**config.mk**
```make
export PLATFORM = sky130hd
export DESIGN_NAME = block_fetch_engine
export DESIGN_NICKNAME = d
export VERILOG_FILES = /design/src/rtl/jpeg_soc_pkg.sv /design/src/rtl/block_fetch_engine.sv
export SDC_FILE = /design/constraint.sdc
export NUM_CORES = 1
export LEC_CHECK = 0
export CAP_MARGIN = 0
export CORE_ASPECT_RATIO = 0.75
export CORE_MARGIN = 2
export CORE_UTILIZATION = 50
export CTS_BUF_LIST = sky130_fd_sc_hd__clkbuf_8
export DETAILED_ROUTE_END_ITERATION = 16
export GPL_TIMING_DRIVEN = 1
export MAX_ROUTING_LAYER = met4
export PLACE_DENSITY = 0.81
export SYNTH_ARGS = -nofsm -noshare
export SYNTH_HDL_FRONTEND = slang
export SYNTH_SLANG_ARGS = --single-unit
```
**constraint.sdc**
```tcl
create_clock -name clk -period 7 [get_ports clk]
set_clock_uncertainty 0.15 [all_clocks]
set_input_delay 0.7 -clock clk [delete_from_list [all_inputs] [get_ports clk]]
set_output_delay 0.7 -clock clk [all_outputs]
set_load 0.05 [all_outputs]
```
**src/rtl/jpeg_soc_pkg.sv**
```systemverilog
// Shared constants and types for the JPEG SoC shared-RAM masters.
//   Memory map of the shared window and the command/status words,
//   status bit positions, and the block fetch engine state encoding.
package jpeg_soc_pkg;

  localparam int unsigned WIDTH       = 32;
  localparam int unsigned MEM_BASE    = 206800;
  localparam int unsigned MEM_WORDS   = 1200;
  localparam int unsigned CTRL_ADDR   = 411698;
  localparam int unsigned STAT_ADDR   = 411699;
  localparam int unsigned BLOCK_WORDS = 64;

  // Largest legal block offset: the block must end inside the window.
  localparam int unsigned MAX_OFF     = MEM_WORDS - BLOCK_WORDS;

  localparam int unsigned OFF_W       = 11;
  localparam int unsigned IDX_W       = 7;

  localparam int unsigned CMD_START   = 31;
  localparam int unsigned ST_DONE     = 31;
  localparam int unsigned ST_ERR      = 30;

  typedef enum logic [2:0] {
    IDLE,
    CLR,
    CLR_CHK,
    FETCH,
    DRAIN,
    STAT_WR,
    STAT_CHK
  } fetch_state_t;

  // Status word posted for the CPU: done flag, error flag, words sent.
  function automatic logic [WIDTH-1:0] status_word(input logic e,
                                                   input logic [IDX_W-1:0] n);
    logic [WIDTH-1:0] s;
    s            = '0;
    s[ST_DONE]   = 1'b1;
    s[ST_ERR]    = e;
    s[IDX_W-1:0] = n;
    return s;
  endfunction

endpackage

```
**src/rtl/block_fetch_engine.sv**
```systemverilog
// Block fetch engine: port-2 master of the shared dual-port RAM.
//   Polls the command word, clears it (with read-back retry), streams a
//   64-word block from the shared window over valid/ready, then posts a
//   status word (also with read-back retry).
// Ports:
//   clk, nrst            clock, asynchronous active-low reset
//   mem_addr/wdata/enw   registered RAM port-2 request
//   mem_rdata            RAM read data, combinational from mem_addr
//   px_data/px_valid     block word stream to the DCT stage
//   px_ready             DCT stage accepts the current word
//   busy                 high whenever not IDLE
//   err                  sticky bad-offset flag
module block_fetch_engine
  import jpeg_soc_pkg::*;
(
  input  logic             clk,
  input  logic             nrst,
  output logic [WIDTH-1:0] mem_addr,
  output logic [WIDTH-1:0] mem_wdata,
  output logic             mem_enw,
  input  logic [WIDTH-1:0] mem_rdata,
  output logic [WIDTH-1:0] px_data,
  output logic             px_valid,
  input  logic             px_ready,
  output logic             busy,
  output logic             err
);

  fetch_state_t     r_state;
  logic [OFF_W-1:0] r_off;
  logic [IDX_W-1:0] r_idx;

  logic [OFF_W-1:0] w_cmd_off;
  logic             w_cmd_ok;
  logic             w_load;
  logic             w_last;

  assign w_cmd_off = mem_rdata[OFF_W-1:0];
  assign w_cmd_ok  = (w_cmd_off <= OFF_W'(MAX_OFF));
  // Output register is free when empty or being drained this cycle.
  assign w_load    = !px_valid || px_ready;
  assign w_last    = (r_idx == IDX_W'(BLOCK_WORDS - 1));

  // FSM, address counter and output register.
  always_ff @(posedge clk or negedge nrst) begin
    if (!nrst) begin
      r_state   <= IDLE;
      r_off     <= '0;
      r_idx     <= '0;
      mem_addr  <= WIDTH'(CTRL_ADDR);
      mem_wdata <= '0;
      mem_enw   <= 1'b0;
      px_data   <= '0;
      px_valid  <= 1'b0;
      busy      <= 1'b0;
      err       <= 1'b0;
    end else begin
      case (r_state)
        IDLE: begin
          mem_addr <= WIDTH'(CTRL_ADDR);
          mem_enw  <= 1'b0;
          if (mem_rdata[CMD_START]) begin
            // Every command, good or bad, is cleared first.
            r_idx     <= '0;
            busy      <= 1'b1;
            mem_enw   <= 1'b1;
            mem_wdata <= '0;
            r_state   <= CLR;
            if (w_cmd_ok) begin
              r_off <= w_cmd_off;
              err   <= 1'b0;
            end else begin
              err   <= 1'b1;
            end
          end
        end
        CLR: begin
          mem_enw <= 1'b0;
          r_state <= CLR_CHK;
        end
        CLR_CHK: begin
          if (mem_rdata == '0) begin
            if (err) begin
              r_state   <= STAT_WR;
              mem_addr  <= WIDTH'(STAT_ADDR);
              mem_wdata <= status_word(err, r_idx);
              mem_enw   <= 1'b1;
            end else begin
              r_state   <= FETCH;
              mem_addr  <= WIDTH'(MEM_BASE) + WIDTH'(r_off);
            end
          end else begin
            // Clear lost to a port-1 collision; write it again.
            r_state <= CLR;
            mem_enw <= 1'b1;
          end
        end
        FETCH: begin
          if (w_load) begin
            px_data  <= mem_rdata;
            px_valid <= 1'b1;
            r_idx    <= r_idx + 1'b1;
            // Address holds on the last word so nothing past the block is issued.
            if (w_last) r_state  <= DRAIN;
            else        mem_addr <= mem_addr + WIDTH'(1);
          end
        end
        DRAIN: begin
          if (px_ready) begin
            px_valid  <= 1'b0;
            r_state   <= STAT_WR;
            mem_addr  <= WIDTH'(STAT_ADDR);
            mem_wdata <= status_word(err, r_idx);
            mem_enw   <= 1'b1;
          end
        end
        STAT_WR: begin
          mem_enw <= 1'b0;
          r_state <= STAT_CHK;
        end
        STAT_CHK: begin
          if (mem_rdata == mem_wdata) begin
            r_state  <= IDLE;
            busy     <= 1'b0;
            mem_addr <= WIDTH'(CTRL_ADDR);
          end else begin
            r_state <= STAT_WR;
            mem_enw <= 1'b1;
          end
        end
        default: begin
          r_state  <= IDLE;
          busy     <= 1'b0;
          mem_enw  <= 1'b0;
          mem_addr <= WIDTH'(CTRL_ADDR);
        end
      endcase
    end
  end

endmodule

```
==> metrics.md <==
| Metric | Value |
|---|---|
| Post-DRT Antenna Nets | `0` |
| Post-Synthesis Mean Instance Area | `8.97 µm²` |
| Mux contribution to synthesized area | `4.67%` |
| CP arrival | `3.70 ns` |
| Post-synth EDFFs | `0` |
| Worst r2r path cells | `6` |
| Crit path max-delay family | `simple AND/OR/NAND/NOR gates` |
| Routed wire per std cell | `18.2 µm` |
| Clk_lat worst skew | `0.39 ns` |
| Syn Inst Count | `588` |
| First-pass GRT wire length | `24300 µm` |
| Synth Area in Compound Gates | `14.9%` |
| R2R Path Start | `r_state[0]` |
| Worst-path fanout max | `15` |
| Clk pin slew, worst setup/hold paths | `0.10 ns` |
| Die ar. | `11400 µm²` |
| CP peak stage delay | `0.73 ns` |
| Synth Register Bits | `98` |
| Row count | `32` |
| # hold bufs at CTS | `0` |
| Via-per-instance ratio | `5.89` |
| RSZ-0062 raised after global routing | `false` |
| # nets final | `726` |
| CP Data Required Time | `7.12 ns` |
| Core Box Area | `10300 µm²` |
| Worst hold path class | `in2async` |
| Most common cell after layout, fill and taps aside | `nand2_1` |
| Largest family of logic cells by synthesized area | `simple AND/OR/NAND/NOR gates` |
| Fin. max-slew vios | `0` |
| Slew of the pin with the lowest slew margin | `1.25 ns` |
| Cell area after layout | `6570 µm²` |
| Initial drt markers | `607` |
| Postcts setup bufs | `0` |
| Synth unique cells | `66` |
| Placed instance area | `6380 µm²` |
| CTS buffer count | `9` |
| Post-Route WL | `15100 µm` |
| Synth Flop Type | `dfrtp_1` |
| Relative slew margins | `16.1%` |
| Synth Area in XOR/XNOR | `2.82%` |
| CTS Buffer Depth | `2` |
| Simple-gate share of the synthesized area | `23.7%` |
| Die Span X | `123 µm` |
| Critical R2R Capture | `mem_addr[19]` |
| Post-DP HPWL | `10900 µm` |
| Critical path buffer and inverter count | `1` |
| Crit start category | `input pin` |
| YS warnings | `0` |
| Residual DRC count | `0` |
| Clock Sink Count | `98` |
| Gr ovfl total | `0` |
| Share of layout cells above drive strength 1 | `7.36%` |
| Post-synthesis cell area | `5270 µm²` |
| Adder-cell share of the synthesized area | `0.712%` |
| Root Driver | `clkbuf_8` |
| Routability Congestion | `0.897` |
| CTS tree | `yes` |
| Port Buffers | `111` |
| Crit share post-route | `51.1%` |
| Static Leak | `3.03 nW` |
| Setup TNS Final | `0 ns` |
| Largest net degree at the start of global routing | `54` |
| Overall routing resource usage | `28.5%` |
| Via count | `4886` |
| F_max | `280 MHz` |
| Die height | `92.9 µm` |
| Crit end category | `register` |
| Vias in the first global route | `4663` |
| Crit path kind | `in2reg` |
| Starting Density | `51.3%` |
| Power per cell area | `220 nW/µm²` |
| Worst vdd ir | `0.161 mV` |
| Antenna Cells | `0` |
| Area Growth Syn to Fin | `24.6%` |
| Max Cap Violations | `0` |
| Post-synth ARST share | `100%` |
| Post-CTS Resized | `0` |
| Antenna violations before repair | `0` |
| Most frequent cells in the layout | `nand2_1, clkdlybuf4s50_1, dfrtp_1, nor2_1, conb_1` |
| Final setup viols | `0` |
| Register-to-register setup slack | `3.53 ns` |
| Final min period | `3.58 ns` |
| Status | `finished, final reports clean` |
| Critical path, cell by cell | `clkdlybuf4s50_1, nor3_1, nand4_1, or2_1, a211oi_2, nor2_2, a221o_1` |
| Final hold vios | `0` |
| I/O pins | `135` |
| Post-synthesis sequential area ratio | `46.7%` |
| H-tree Lvls | `3` |
| DR pass1 iterations | `5` |
| CP max-delay cell | `a211oi_2` |
## sequential cells by signal, summed over array words and instances, names as in the netlist
| name | cells |
|---|---|
| mem_addr | 32 |
| px_valid | 1 |
| px_data | 32 |
| r_off | 11 |
| r_idx | 7 |
| mem_enw | 1 |
| mem_wdata | 9 |
| r_state | 3 |
| err | 1 |
| busy | 1 |
## synth_stat cells, drive strengths merged (3+ instances only)
master   number  share of area (%)
nand2       140                 10
dfrtp        91                 43
nor2         45                3.3
buf          30                4.1
o21ai        19                1.9
nor3         18                1.7
a21oi        17                1.6
clkbuf       17                1.2
inv          16                1.1
nand3        15                1.4
and3         14                1.7
mux2         13                2.8
xor2         13                2.2
a31oi        12                1.4
nand4        11                1.3
mux2i        10                1.9
nor4          9                1.3
dfstp         7                3.5
a22o          6                1.0
o22ai         6               0.71
a211o         5               0.83
o32ai         5               0.83
and2          4               0.47
and4          4               0.66
o2bb2ai       4               0.66
or2           4               0.47
xnor2         4               0.66
a2bb2oi       3               0.50
a41oi         3               0.50
ha            3               0.71
nor3b         3               0.43
o22a          3               0.50
o31ai         3               0.43
## layout make-up
cell class                      instances  area (µm²)
Sequential cell                        98        2460
Clock buffer                            9         124
Multi-Input combinational cell        449        2550
Fill cell                             820        3720
Inverter                               16        60.1
Clock inverter                          7        71.3
Timing Repair Buffer                  114        1130
Tap cell                              136         170
## power by group
group          internal (mW)  switching [mW]
clock network          0.164           0.207
logic                  0.126           0.271
registers              0.622          0.0561
total                  0.912           0.534
## worst max-delay path by stage
stage | from | endpoint | slack [ns] | cells after the start
final | mem_rdata[8] | mem_addr[23] | 3.42 | 7
after global placement | mem_rdata[7] | mem_addr[23] | 3.19 | 7
after detailed placement | mem_rdata[8] | mem_addr[23] | 3.11 | 7
after floorplan | mem_addr[0] | mem_addr[30] | 4.54 | 8
after CTS | mem_rdata[8] | mem_addr[23] | 3.50 | 7
after global routing | r_state[0] | mem_addr[19] | 3.26 | 6
## logic make-up after synthesis
group / Yosys count
buffers and inverters: 63
AOI/OAI and AO/OA: 110
DFF: 98
muxes: 23
adders and majority gates: 3
xor gates and xnor gates: 17
and+or+nand+nor: 273
other: 1
## per-stage QoR
step	setup WS (ns)	util, %	std cells	power [mW]	hold WS (ns)
global route	3.26	63.9	829	1.50	0.189
CTS	3.50	63.9	829	1.44	0.162
finish	3.42	63.9	829	1.45	0.147
detailed placement	3.11	62.0	813	1.08	0.312
global placement	3.19	62.0	813	1.07	0.307
floorplan	4.54	-	610	0.938	0.254
## per-layer routing
| metal | global-route usage, % | vias to the layer above | part of all wire [%] |
|---|---|---|---|
| met5 | - | - | 0 |
| met4 | 8.91 | 0 | 2.0 |
| met3 | 5.17 | 25 | 7.6 |
| met2 | 43.1 | 239 | 48 |
| met1 | 39.3 | 2394 | 42 |
| li1 | - | 2228 | - |
Power figures use the tool's default switching activity.
==> variant: new RTL, same settings <==
Change the package constant `WIDTH` from 32 to 40.
--- a/src/rtl/jpeg_soc_pkg.sv
+++ b/src/rtl/jpeg_soc_pkg.sv
@@ -4,5 +4,5 @@
 package jpeg_soc_pkg;
 
-  localparam int unsigned WIDTH       = 32;
+  localparam int unsigned WIDTH       = 40;
   localparam int unsigned MEM_BASE    = 206800;
   localparam int unsigned MEM_WORDS   = 1200;
Ports: changed (resized mem_addr, mem_rdata, mem_wdata and px_data); port bits go from 135 to 167. No check against the original RTL was run, so the function may have changed too.
==> variant against the unedited design <==
- sequential cell count is 16 higher
- first-iteration DRC count is 9.2% lower
- design area is 18% higher
- setup slack better by 0.12 ns
- routed wire length is 10% higher
- synthesized area is 15% higher
- critical path depth is 1 higher
- critical path type unchanged
Power is not compared: it rests on default switching activity, and its combinational part moved more than twofold at a synthesized area within 25%.
==> variant: results (changes against the unedited design) <==
maximum level of the CTS H-tree 4 (+1); Worst-Margin Slew 1.18 ns (-0.0718 ns); fraction of area in registers 36.9% (-0.54 points); Final Wtd Congestion 0.903 (+0.61%); critical path peak fanout 54 (+39); multi-input combinational area share 37.2% (-1.7 points); number of multi-input combinational cells 532 (+18%); Critical Path AT 3.60 ns (-0.10 ns); share of the yosys chip area belonging to registers 47.3% (+0.63 points); Data buffer area share 17.8% (+0.57 points); Total GRT Usage 27.3% (-1.2 points); CTS Buf Count 17 (+8); Row Count 34 (+6.3%); final cell count without fillers 984 (+19%); fin nets 856 (+18%); Non-Clock Inverter Count 6 (-10); DRT Wirelength 16600 microns (+10%); critical path's largest stage delay 0.64 ns (-0.09 ns); worst skew pair latency 0.43 ns (+0.04 ns); Compound-Gate Fraction of Synth Area 15.3% (+0.41 points); register area 2860 sq um (+16%); syn_area_per_cell 8.81 sq um (-1.8%); largest cells by area after synthesis dfrtp_1 (44%), nand2_1 (11%), o21ai_0 (4.0%); Synth Area in Adders 0.620% (-0.091 points); # clk buffers 19 (+10); initial DRC count 551 (-9.2%); largest net degree at the start of global routing 60 (+11%); Post-synth top cells nand2_1 (183), dfrtp_1 (107), o21ai_0 (48), nor2_1 (39), buf_4 (31); Largest regs mem_addr x40, px_data x40, r_off x11; status finished, final reports clean; clock slew at reported path FFs 0.07 ns (-0.03 ns)
## variant: cell count changes after synthesis, sizes merged, moves of 6 or more
cell and change:
a21oi +7, and3 -9, buf +9, clkbuf +9, dfrtp +16, inv -10, mux2i -9, nand2 +43
nor2 -6, o21ai +32, xnor2 +10, xor2 -8
## variant: path summary, 6_finish.rpt
path / start / end / slack [ns] / cells past startpoint
setup / recovery: mem_rdata[31] / mem_addr[8] / 3.54 / 8
hold / removal: nrst / px_data[20] / 0.15 / 1
setup reg to reg: r_state[0] / mem_addr[33] / 3.85 / 6
hold reg to reg: px_data[30] / px_data[30] / 0.32 / 2
max in group asynchronous: nrst / mem_addr[8] / 5.30 / 2
min in group clk: px_data[30] / px_data[30] / 0.32 / 2
## variant: layer usage
metal  vias up  part of all wire (%)  track usage (%)
met2       270                    47             39.2
met1      2716                    44             38.2
met4         0                   1.1             7.20
met3        21                   8.2             7.58
met5         -                     0                -
li1       2589                     -                -
